File: config.mk
export PLATFORM = sky130hd
export DESIGN_NAME = uart_tx_arb
export DESIGN_NICKNAME = d
export VERILOG_FILES = /design/src/rtl/uart_tx_arb.sv
export SDC_FILE = /design/constraint.sdc
export NUM_CORES = 1
export LEC_CHECK = 0
export CORE_MARGIN = 4
export CORE_UTILIZATION = 42
export DETAILED_ROUTE_END_ITERATION = 10
export HOLD_SLACK_MARGIN = 0.05
export PLACE_DENSITY = 0.87
export SYNTH_ARGS = -nofsm -noshare
export SYNTH_HDL_FRONTEND = slang
export SYNTH_SLANG_ARGS = --single-unit
File: constraint.sdc
create_clock -name clk_i -period 3.8 [get_ports clk_i]
set_clock_uncertainty 0.05 [all_clocks]
set_input_delay 0.57 -clock clk_i [delete_from_list [all_inputs] [get_ports clk_i]]
set_output_delay 0.57 -clock clk_i [all_outputs]
set_load 0.005 [all_outputs]
File: src/rtl/uart_tx_arb.sv
// Round-robin, packet-locked arbiter sharing one UART TX serializer among NumReq byte streams.
// A grant is held until a last-flagged beat, or until MaxBeats beats force a release.
//
// state  | meaning
// IDLE   | no owner; pick the next valid requester starting at rr_ptr
// LOCKED | owner's stream passes straight through to the serializer

module uart_tx_arb #(
  parameter int NumReq   = 2,
  parameter int Width    = 8,
  parameter int MaxBeats = 16
) (
  input  logic                      clk_i,
  input  logic                      reset_ni,
  input  logic [NumReq-1:0]         req_valid_i,
  input  logic [NumReq*Width-1:0]   req_data_i,
  input  logic [NumReq-1:0]         req_last_i,
  output logic [NumReq-1:0]         req_ready_o,
  output logic                      tx_valid_o,
  output logic [Width-1:0]          tx_data_o,
  input  logic                      tx_ready_i,
  output logic [$clog2(NumReq)-1:0] grant_o,
  output logic                      busy_o,
  output logic                      overflow_o
);

  localparam int GW = $clog2(NumReq);
  localparam int CW = 8;

  typedef enum logic {IDLE, LOCKED} state_e;

  state_e        state_q, state_d;
  logic [GW-1:0] rr_ptr_q, rr_ptr_d;
  logic [GW-1:0] grant_q, grant_d;
  logic [CW-1:0] beat_cnt_q, beat_cnt_d;

  logic          pick_found;
  logic [GW-1:0] pick_idx;
  logic [GW-1:0] grant_next;
  logic          beat;

  // rr_ptr and grant are not restricted to powers of two, so wrap explicitly
  assign grant_next = (int'(grant_q) == NumReq - 1) ? '0 : grant_q + GW'(1);

  always_comb begin
    pick_found = 1'b0;
    pick_idx   = '0;
    for (int i = 0; i < NumReq; i++) begin
      int idx;
      idx = int'(rr_ptr_q) + i;
      if (idx >= NumReq) idx = idx - NumReq;
      if (!pick_found && req_valid_i[idx]) begin
        pick_found = 1'b1;
        pick_idx   = GW'(idx);
      end
    end
  end

  always_comb begin
    state_d     = state_q;
    rr_ptr_d    = rr_ptr_q;
    grant_d     = grant_q;
    beat_cnt_d  = beat_cnt_q;
    busy_o      = 1'b0;
    tx_valid_o  = 1'b0;
    tx_data_o   = '0;
    req_ready_o = '0;
    overflow_o  = 1'b0;
    beat        = 1'b0;

    case (state_q)
      IDLE: begin
        if (pick_found) begin
          grant_d    = pick_idx;
          beat_cnt_d = '0;
          state_d    = LOCKED;
        end
      end
      LOCKED: begin
        busy_o               = 1'b1;
        tx_valid_o           = req_valid_i[grant_q];
        tx_data_o            = req_data_i[grant_q*Width +: Width];
        req_ready_o[grant_q] = tx_ready_i;
        beat                 = tx_valid_o & tx_ready_i;
        if (beat) begin
          beat_cnt_d = beat_cnt_q + CW'(1);
          if (req_last_i[grant_q]) begin
            state_d  = IDLE;
            rr_ptr_d = grant_next;
          end else if (beat_cnt_q == CW'(MaxBeats - 1)) begin
            overflow_o = 1'b1;
            state_d    = IDLE;
            rr_ptr_d   = grant_next;
          end
        end
      end
      default: state_d = IDLE;
    endcase
  end

  assign grant_o = grant_q;

  always_ff @(posedge clk_i or negedge reset_ni) begin
    if (!reset_ni) begin
      state_q    <= IDLE;
      rr_ptr_q   <= '0;
      grant_q    <= '0;
      beat_cnt_q <= '0;
    end else begin
      state_q    <= state_d;
      rr_ptr_q   <= rr_ptr_d;
      grant_q    <= grant_d;
      beat_cnt_q <= beat_cnt_d;
    end
  end

endmodule
==> results of run 1 <==
-- stage by stage --
stage	area [sq um]	util	total power, uW
after floorplan	760.7	-	451.3
after global placement	1121	0.6493	591.3
after detailed placement	1121	0.6493	601.4
after CTS	1149	0.6652	686.4
after global routing	1149	0.6652	740.4
final	1149	0.6652	680.2
-- cells by family after synthesis --
group / Yosys count
AND/OR/NAND/NOR: 48
multiplexers: 11
flip-flops: 11
AO/OA/AOI/OAI: 9
buffers and inverters: 7
adder cells (fa/ha/maj): 1
-- final cells by class --
class,instances,share of cell area
multi-input combinational,69,0.3889
timing repair buffer,36,0.3137
sequential,11,0.2397
clock buffer,3,0.01961
inverter,2,0.006536
tap,25,0.02723
clock inverter,1,0.004357
-- layer usage --
metal  part of all wire  up-vias  track usage
met5                  0        -            0
met4              0.032        0       0.1211
met3              0.034        7      0.04154
met2               0.51       15       0.3065
met1               0.42      365       0.1840
li1                   -      389            -
-- power by group through the flow --
stage	sequential (uW)	combinational [uW]	clock (uW)
6_report	248	350	81.9
5_1_grt	260	390	90.3
4_1_cts	247	354	84.8
3_5_place_dp	250	352	0
3_3_place_gp	247	344	0
2_1_floorplan	206	245	0
-- cell usage in the layout (no fill, tap or decap) --
| cell type | count |
|---|---|
| a21boi_1 | 1 |
| a21oi_1 | 2 |
| a22o_1 | 1 |
| a2bb2oi_2 | 1 |
| a31oi_1 | 1 |
| and2_1 | 1 |
| and3_1 | 2 |
| and4_1 | 2 |
| clkbuf_4 | 3 |
| clkdlybuf4s50_1 | 36 |
| clkinv_2 | 1 |
| dfrtp_1 | 11 |
| ha_1 | 1 |
| inv_1 | 2 |
| mux2_4 | 1 |
| mux2i_1 | 10 |
| nand2_1 | 13 |
| nand3_1 | 10 |
| nand3b_1 | 1 |
| nand4_1 | 1 |
| nor2_1 | 11 |
| nor2b_2 | 1 |
| nor4_1 | 1 |
| o211ai_2 | 1 |
| o221ai_1 | 1 |
| o22a_1 | 1 |
| or3_1 | 1 |
| or4_1 | 4 |
-- state kept, by name, summed over array words and instances, names as in the netlist --
| name | flops |
|---|---|
| state_q | 1 |
| beat_cnt_q | 8 |
| rr_ptr_q | 1 |
| grant_o | 1 |
-- worst max-delay path, stage by stage, from the launching register on --
cell             delay, ns
dfrtp_1               0.75
mux2_4                0.29
nor2b_2               0.19
and4_1                0.20
clkdlybuf4s50_1       0.50
-- worst min-delay path by stage --
| stage | from | endpoint | slack, ns | cells after the start |
|---|---|---|---|---|
| finish | rr_ptr_q$_DFFE_PN0P_ | rr_ptr_q$_DFFE_PN0P_ | 0.49 | 2 |
| global route | beat_cnt_q[3]$_DFFE_PN0P_ | beat_cnt_q[3]$_DFFE_PN0P_ | 0.54 | 2 |
| CTS | rr_ptr_q$_DFFE_PN0P_ | rr_ptr_q$_DFFE_PN0P_ | 0.49 | 2 |
| detailed placement | rr_ptr_q$_DFFE_PN0P_ | rr_ptr_q$_DFFE_PN0P_ | 0.48 | 2 |
| global placement | rr_ptr_q$_DFFE_PN0P_ | rr_ptr_q$_DFFE_PN0P_ | 0.47 | 2 |
| floorplan | reset_ni | beat_cnt_q[0]$_DFFE_PN0P_ | 0.22 | 0 |
==> metrics.cfg, run 1 <==
[setup_path]
crit_type = flip-flop to output pin
reg2reg_from = grant_o$_DFFE_PN0P_
worstPathArrival_ns = 2.20
end_kind = output pin
start_kind = flip-flop
reg2reg_depth = 4
r2r_end = beat_cnt_q[6]$_DFFE_PN0P_
worstPathRequired_ns = 3.18
cp_max_fo = 15
crit_path_end = overflow_o
regToRegSetupSlack_ns = 1.81
startpoint = grant_o$_DFFE_PN0P_

[grt]
grt_remaining_overflow = 0
grt_max_degree = 17
antenna_found_initial = 0
grt_pass1_wl_mm = 3.367
gr-usage-all-layers = 0.1757
grt_pass1_vias = 765

[cells_and_area]
nFillCells = 152
nNetsFinal = 147
area_growth_pct = 50.99
multi_input_area_sq_um = 446.7
regArea_sq_um = 275.3
final_cells = 147
diodes = 0
drive_gt1_frac = 0.06557

[die]
core_area_sq_mm = 0.001727
ios = 37
die_w_um = 50.56
die_h_um = 50.56
rows = 15
die_area_sq_mm = 0.002556
start_util = 0.4406

[detailed_routing]
remaining_drc_errors = 0
routedWlPerCell_um = 13.65
vias = 776
vias_per_cell = 5.279
drtPass1Iterations = 4
postRouteAntennaNets = 0
drt_iter0_drc = 7
wl_mm = 2.006

[sta]
finalSetupViolations = 0
slew_viol_final = 0
setup-tns-final_ns = 0
setup_slack_ns = 0.9827
holdWs_ns = 0.4864
fin_crit_ns = 2.817
period_share = 0.7414
worst_pin_slew_ns = 0.6405
max_freq_mhz = 354.9
grt_setup_unrepaired = no
slew-limit-headroom = 0.5730
finalHoldViolCount = 0

[logic_synthesis]
synth_area_leaders = dfrtp_1, mux2i_1, nand3_1
syn_avg_cell_area_sq_um = 8.744
synthAdderAreaFrac = 0.01645
synth_edf_count = 0
synth-seq-cells = 11
yosysMostFrequentCell = nand2_1
yosysTopAreaCellShare = 0.3618
postSynthCellCount = 87
syn_nets = 111
synth_top_family_by_area = simple AND/OR/NAND/NOR gates
syn_area_sq_um = 760.7
yosys.area_share.simple = 0.3174
synth-compound-area-share = 0.1020
muxShareOfSynthArea = 0.1513
yosysTopAreaCell = dfrtp_1
synth_cell_type_count = 30
synthFlopType = dfrtp_1
seq_area_frac_synth = 0.3618
async_reset_ff_frac = 1.000
synthTopCellsByCount = nand2_1, dfrtp_1, nor2_1
synth-xor-area-share = 0
yosys_warnings = 0

[power_and_ir_drop]
comb_power_share = 0.514
p_per_area_mw_per_mm2 = 592.2
max-vdd-ir-drop_mv = 0.2664
sequentialPowerShare = 0.365
switching_power_uw = 262.8
switching_share = 0.3864
p_leak_uw = 0.0005068
pwr-share-clk = 0.120
internal_power_uw = 417.4

[run_status]
status = finished, final reports clean

[place]
portBuffers = 36
dp.cells = 143
preCtsSetupSlack_ns = 1.018
hpwl_mm = 1.583
gp_congestion = 0.7560

[clock_tree]
worstSkewPairLatency_ns = 0.28
clk_pin_slew_ns = 0.08
tritoncts = done
cts_sinks = 11
cts-resized-gates = 0
cts-buffers-inserted = 3
cts.htree.levels = 1
cts_setup_buffers = 0
clockRootBuffer = clkbuf_4
cts_max_path_buffers = 2
holdBufCountCts = 0

[min_path]
hold_path_class = flip-flop to flip-flop

[run]
cap_viol_max_count = 0

No activity file was read; power rests on OpenSTA's default activity.
==> inputs of run 2 (changes only) <==
- CORE_UTILIZATION: 42 -> 35
- PLACE_DENSITY: 0.87 -> 0.78
- clock period: 3.8 -> 2.3 ns (I/O delays scaled with it)
==> run 2 against run 1 <==
Net effect:
- sequential power is 53% higher
- worst setup slack worse by 0.82 ns
- final cell count is 6.1% higher
- critical path depth is 1 lower
- worst hold slack worse by 0.13 ns
- global-route usage is 1.3 points lower
- flip-flop and latch count stayed put
- wire length is 21% higher
- combinational power is 100% higher
- critical endpoint is now tx_data_o[7]
- largest cell class unchanged
- highest routed layer unchanged
==> metrics.cfg, run 2 (same netlist as run 1, synthesis figures left out) <==
[run_status]
status = finished, final reports clean

[grt]
grt_pass1_vias = 803  ; +5.0%
grt-busiest-layer = met2
grtUsageMet1 = 0.1788  ; -0.005163
grt_pass1_wl_mm = 3.553  ; +5.5%
grt_use_met3 = 0.02997  ; -0.01157
antenna_found_initial = 0  ; unchanged
grt_max_degree = 17  ; unchanged
use_met2 = 0.3012  ; -0.005341
gr-usage-all-layers = 0.1623  ; -0.01334
grt_remaining_overflow = 0  ; unchanged

[cells_and_area]
nFillCells = 183  ; +20%
diodes = 0  ; unchanged
utilization = 0.6046  ; -0.06064
largest_reg_flops = 8  ; unchanged
final_cell_mix = clkdlybuf4s50_1, nand2_1, nor2_1
max_flop_register = beat_cnt_q
nNetsFinal = 154  ; +4.8%
finalInstanceArea_sq_mm = 0.001222  ; +6.4%
multi_input_area_sq_um = 461.7  ; +3.4%
final_common_cell = clkdlybuf4s50_1
drive_gt1_frac = 0.1473  ; +0.08171
regArea_sq_um = 276.5  ; +0.45%
area_growth_pct = 60.69

[setup_path]
startpoint = state_q$_DFF_PN0_
slowest_stage = clkdlybuf4s50_1
crit_buf_inv = 2  ; +1
worstPathRequired_ns = 1.90  ; -1.28 ns
reg2reg_from = grant_o$_DFFE_PN0P_
cp_max_fo = 16  ; +1
crit_family = buffers and inverters
worstSetupPathDepth = 3  ; -1
reg2reg_depth = 4  ; unchanged
end_kind = output pin
critPathMaxStageDelay_ns = 0.53  ; -0.22 ns
crit_type = flip-flop to output pin
cp_cell_sequence = inv_1 -> nor2_1 -> clkdlybuf4s50_1
worstPathArrival_ns = 1.74  ; -0.46 ns
start_kind = flip-flop

[place]
hpwl_mm = 1.871  ; +18%
portBuffers = 36  ; unchanged
placed_cell_area_sq_mm = 0.001154  ; +2.9%
gp_congestion = 0.7956  ; +5.2%

[detailed_routing]
drt_iter0_drc = 30  ; +23
vias_per_cell = 5.314  ; +0.67%
wl_mm = 2.430  ; +21%
vias = 829  ; +6.8%
remaining_drc_errors = 0  ; unchanged
postRouteAntennaNets = 0  ; unchanged
drtPass1Iterations = 4  ; unchanged
routedWlPerCell_um = 15.58  ; +14%

[power_and_ir_drop]
max-vdd-ir-drop_mv = 0.4947  ; +86%
p_leak_uw = 0.0005602  ; +11%
p_per_area_mw_per_mm2 = 1004  ; +70%

[sta]
fin_crit_ns = 2.133
max_freq_mhz = 468.9
finalSetupViolations = 0  ; unchanged
holdWs_ns = 0.3569  ; -0.1295 ns
worst_pin_slew_ns = 0.5548  ; -0.08574 ns
grt_setup_unrepaired = no
slew_viol_final = 0  ; unchanged
period_share = 0.9272
setup-tns-final_ns = 0  ; unchanged
finalHoldViolCount = 0  ; unchanged
slew-limit-headroom = 0.6298  ; +0.05683

[die]
die_w_um = 54.62  ; +8.0%
die_area_sq_mm = 0.002983  ; +17%
rows = 16  ; +1
die_h_um = 54.62  ; +8.0%
ios = 37  ; unchanged
start_util = 0.3762  ; -0.06434
core_area_sq_mm = 0.002022  ; +17%

[run]
cap_viol_max_count = 0  ; unchanged

[clock_tree]
tritoncts = done
cts-buffers-inserted = 3  ; unchanged
holdBufCountCts = 0  ; unchanged
cts_sinks = 11  ; unchanged
cts_max_path_buffers = 2  ; unchanged
clk_pin_slew_ns = 0.08  ; about the same
cts.htree.levels = 1  ; unchanged
clockRootBuffer = clkbuf_4
worstSkewPairLatency_ns = 0.27  ; about the same

[min_path]
hold_path_class = input pin to asynchronous set/reset pin

run 2: final cells by class:
| cell class | count | share of cell area |
|---|---|---|
| Multi-Input combinational cell | 69 | 0.3777 |
| Timing Repair Buffer | 43 | 0.3398 |
| Sequential cell | 11 | 0.2262 |
| Tap cell | 27 | 0.02764 |
| Clock buffer | 3 | 0.01842 |
| Inverter | 2 | 0.006141 |
| Clock inverter | 1 | 0.004094 |
run 2: per-layer routing:
layer	share of wire	wire length, um
met5	0	0
met4	0.017	41
met3	0.030	73
met2	0.57	1379
met1	0.38	935
run 2: path summary, 6_finish.rpt:
kind | endpoint | slack (ns)
worst max-delay path | tx_data_o[7] | 0.17
worst min-delay path | beat_cnt_q[7]$_DFFE_PN0P_ | 0.36
worst max register to register | beat_cnt_q[6]$_DFFE_PN0P_ | 0.59
worst min register to register | rr_ptr_q$_DFFE_PN0P_ | 0.49
max in group asynchronous | grant_o$_DFFE_PN0P_ | 1.47
min in group clk_i | rr_ptr_q$_DFFE_PN0P_ | 0.49
run 2: through the flow:
step | total power [uW] | setup WS [ns] | std cells
detailed placement | 1040 | 0.03527 | 149
global route | 1324 | 0.07515 | 156
floorplan | 745.6 | 0.7627 | 87
CTS | 1178 | 0.01993 | 153
finish | 1227 | 0.1675 | 156
global placement | 1006 | 0.08822 | 149
run 2: report_power, final:
part	switching [uW]	internal [uW]
clock network	71.7	64.5
logic	299	413
registers	106	274
run 2: repair_timing:
action / 4_1_cts / 5_1_grt
resized for setup: 0 / 6
endpoints found under the setup margin: 0 / 1
buffers inserted: 0 / 3
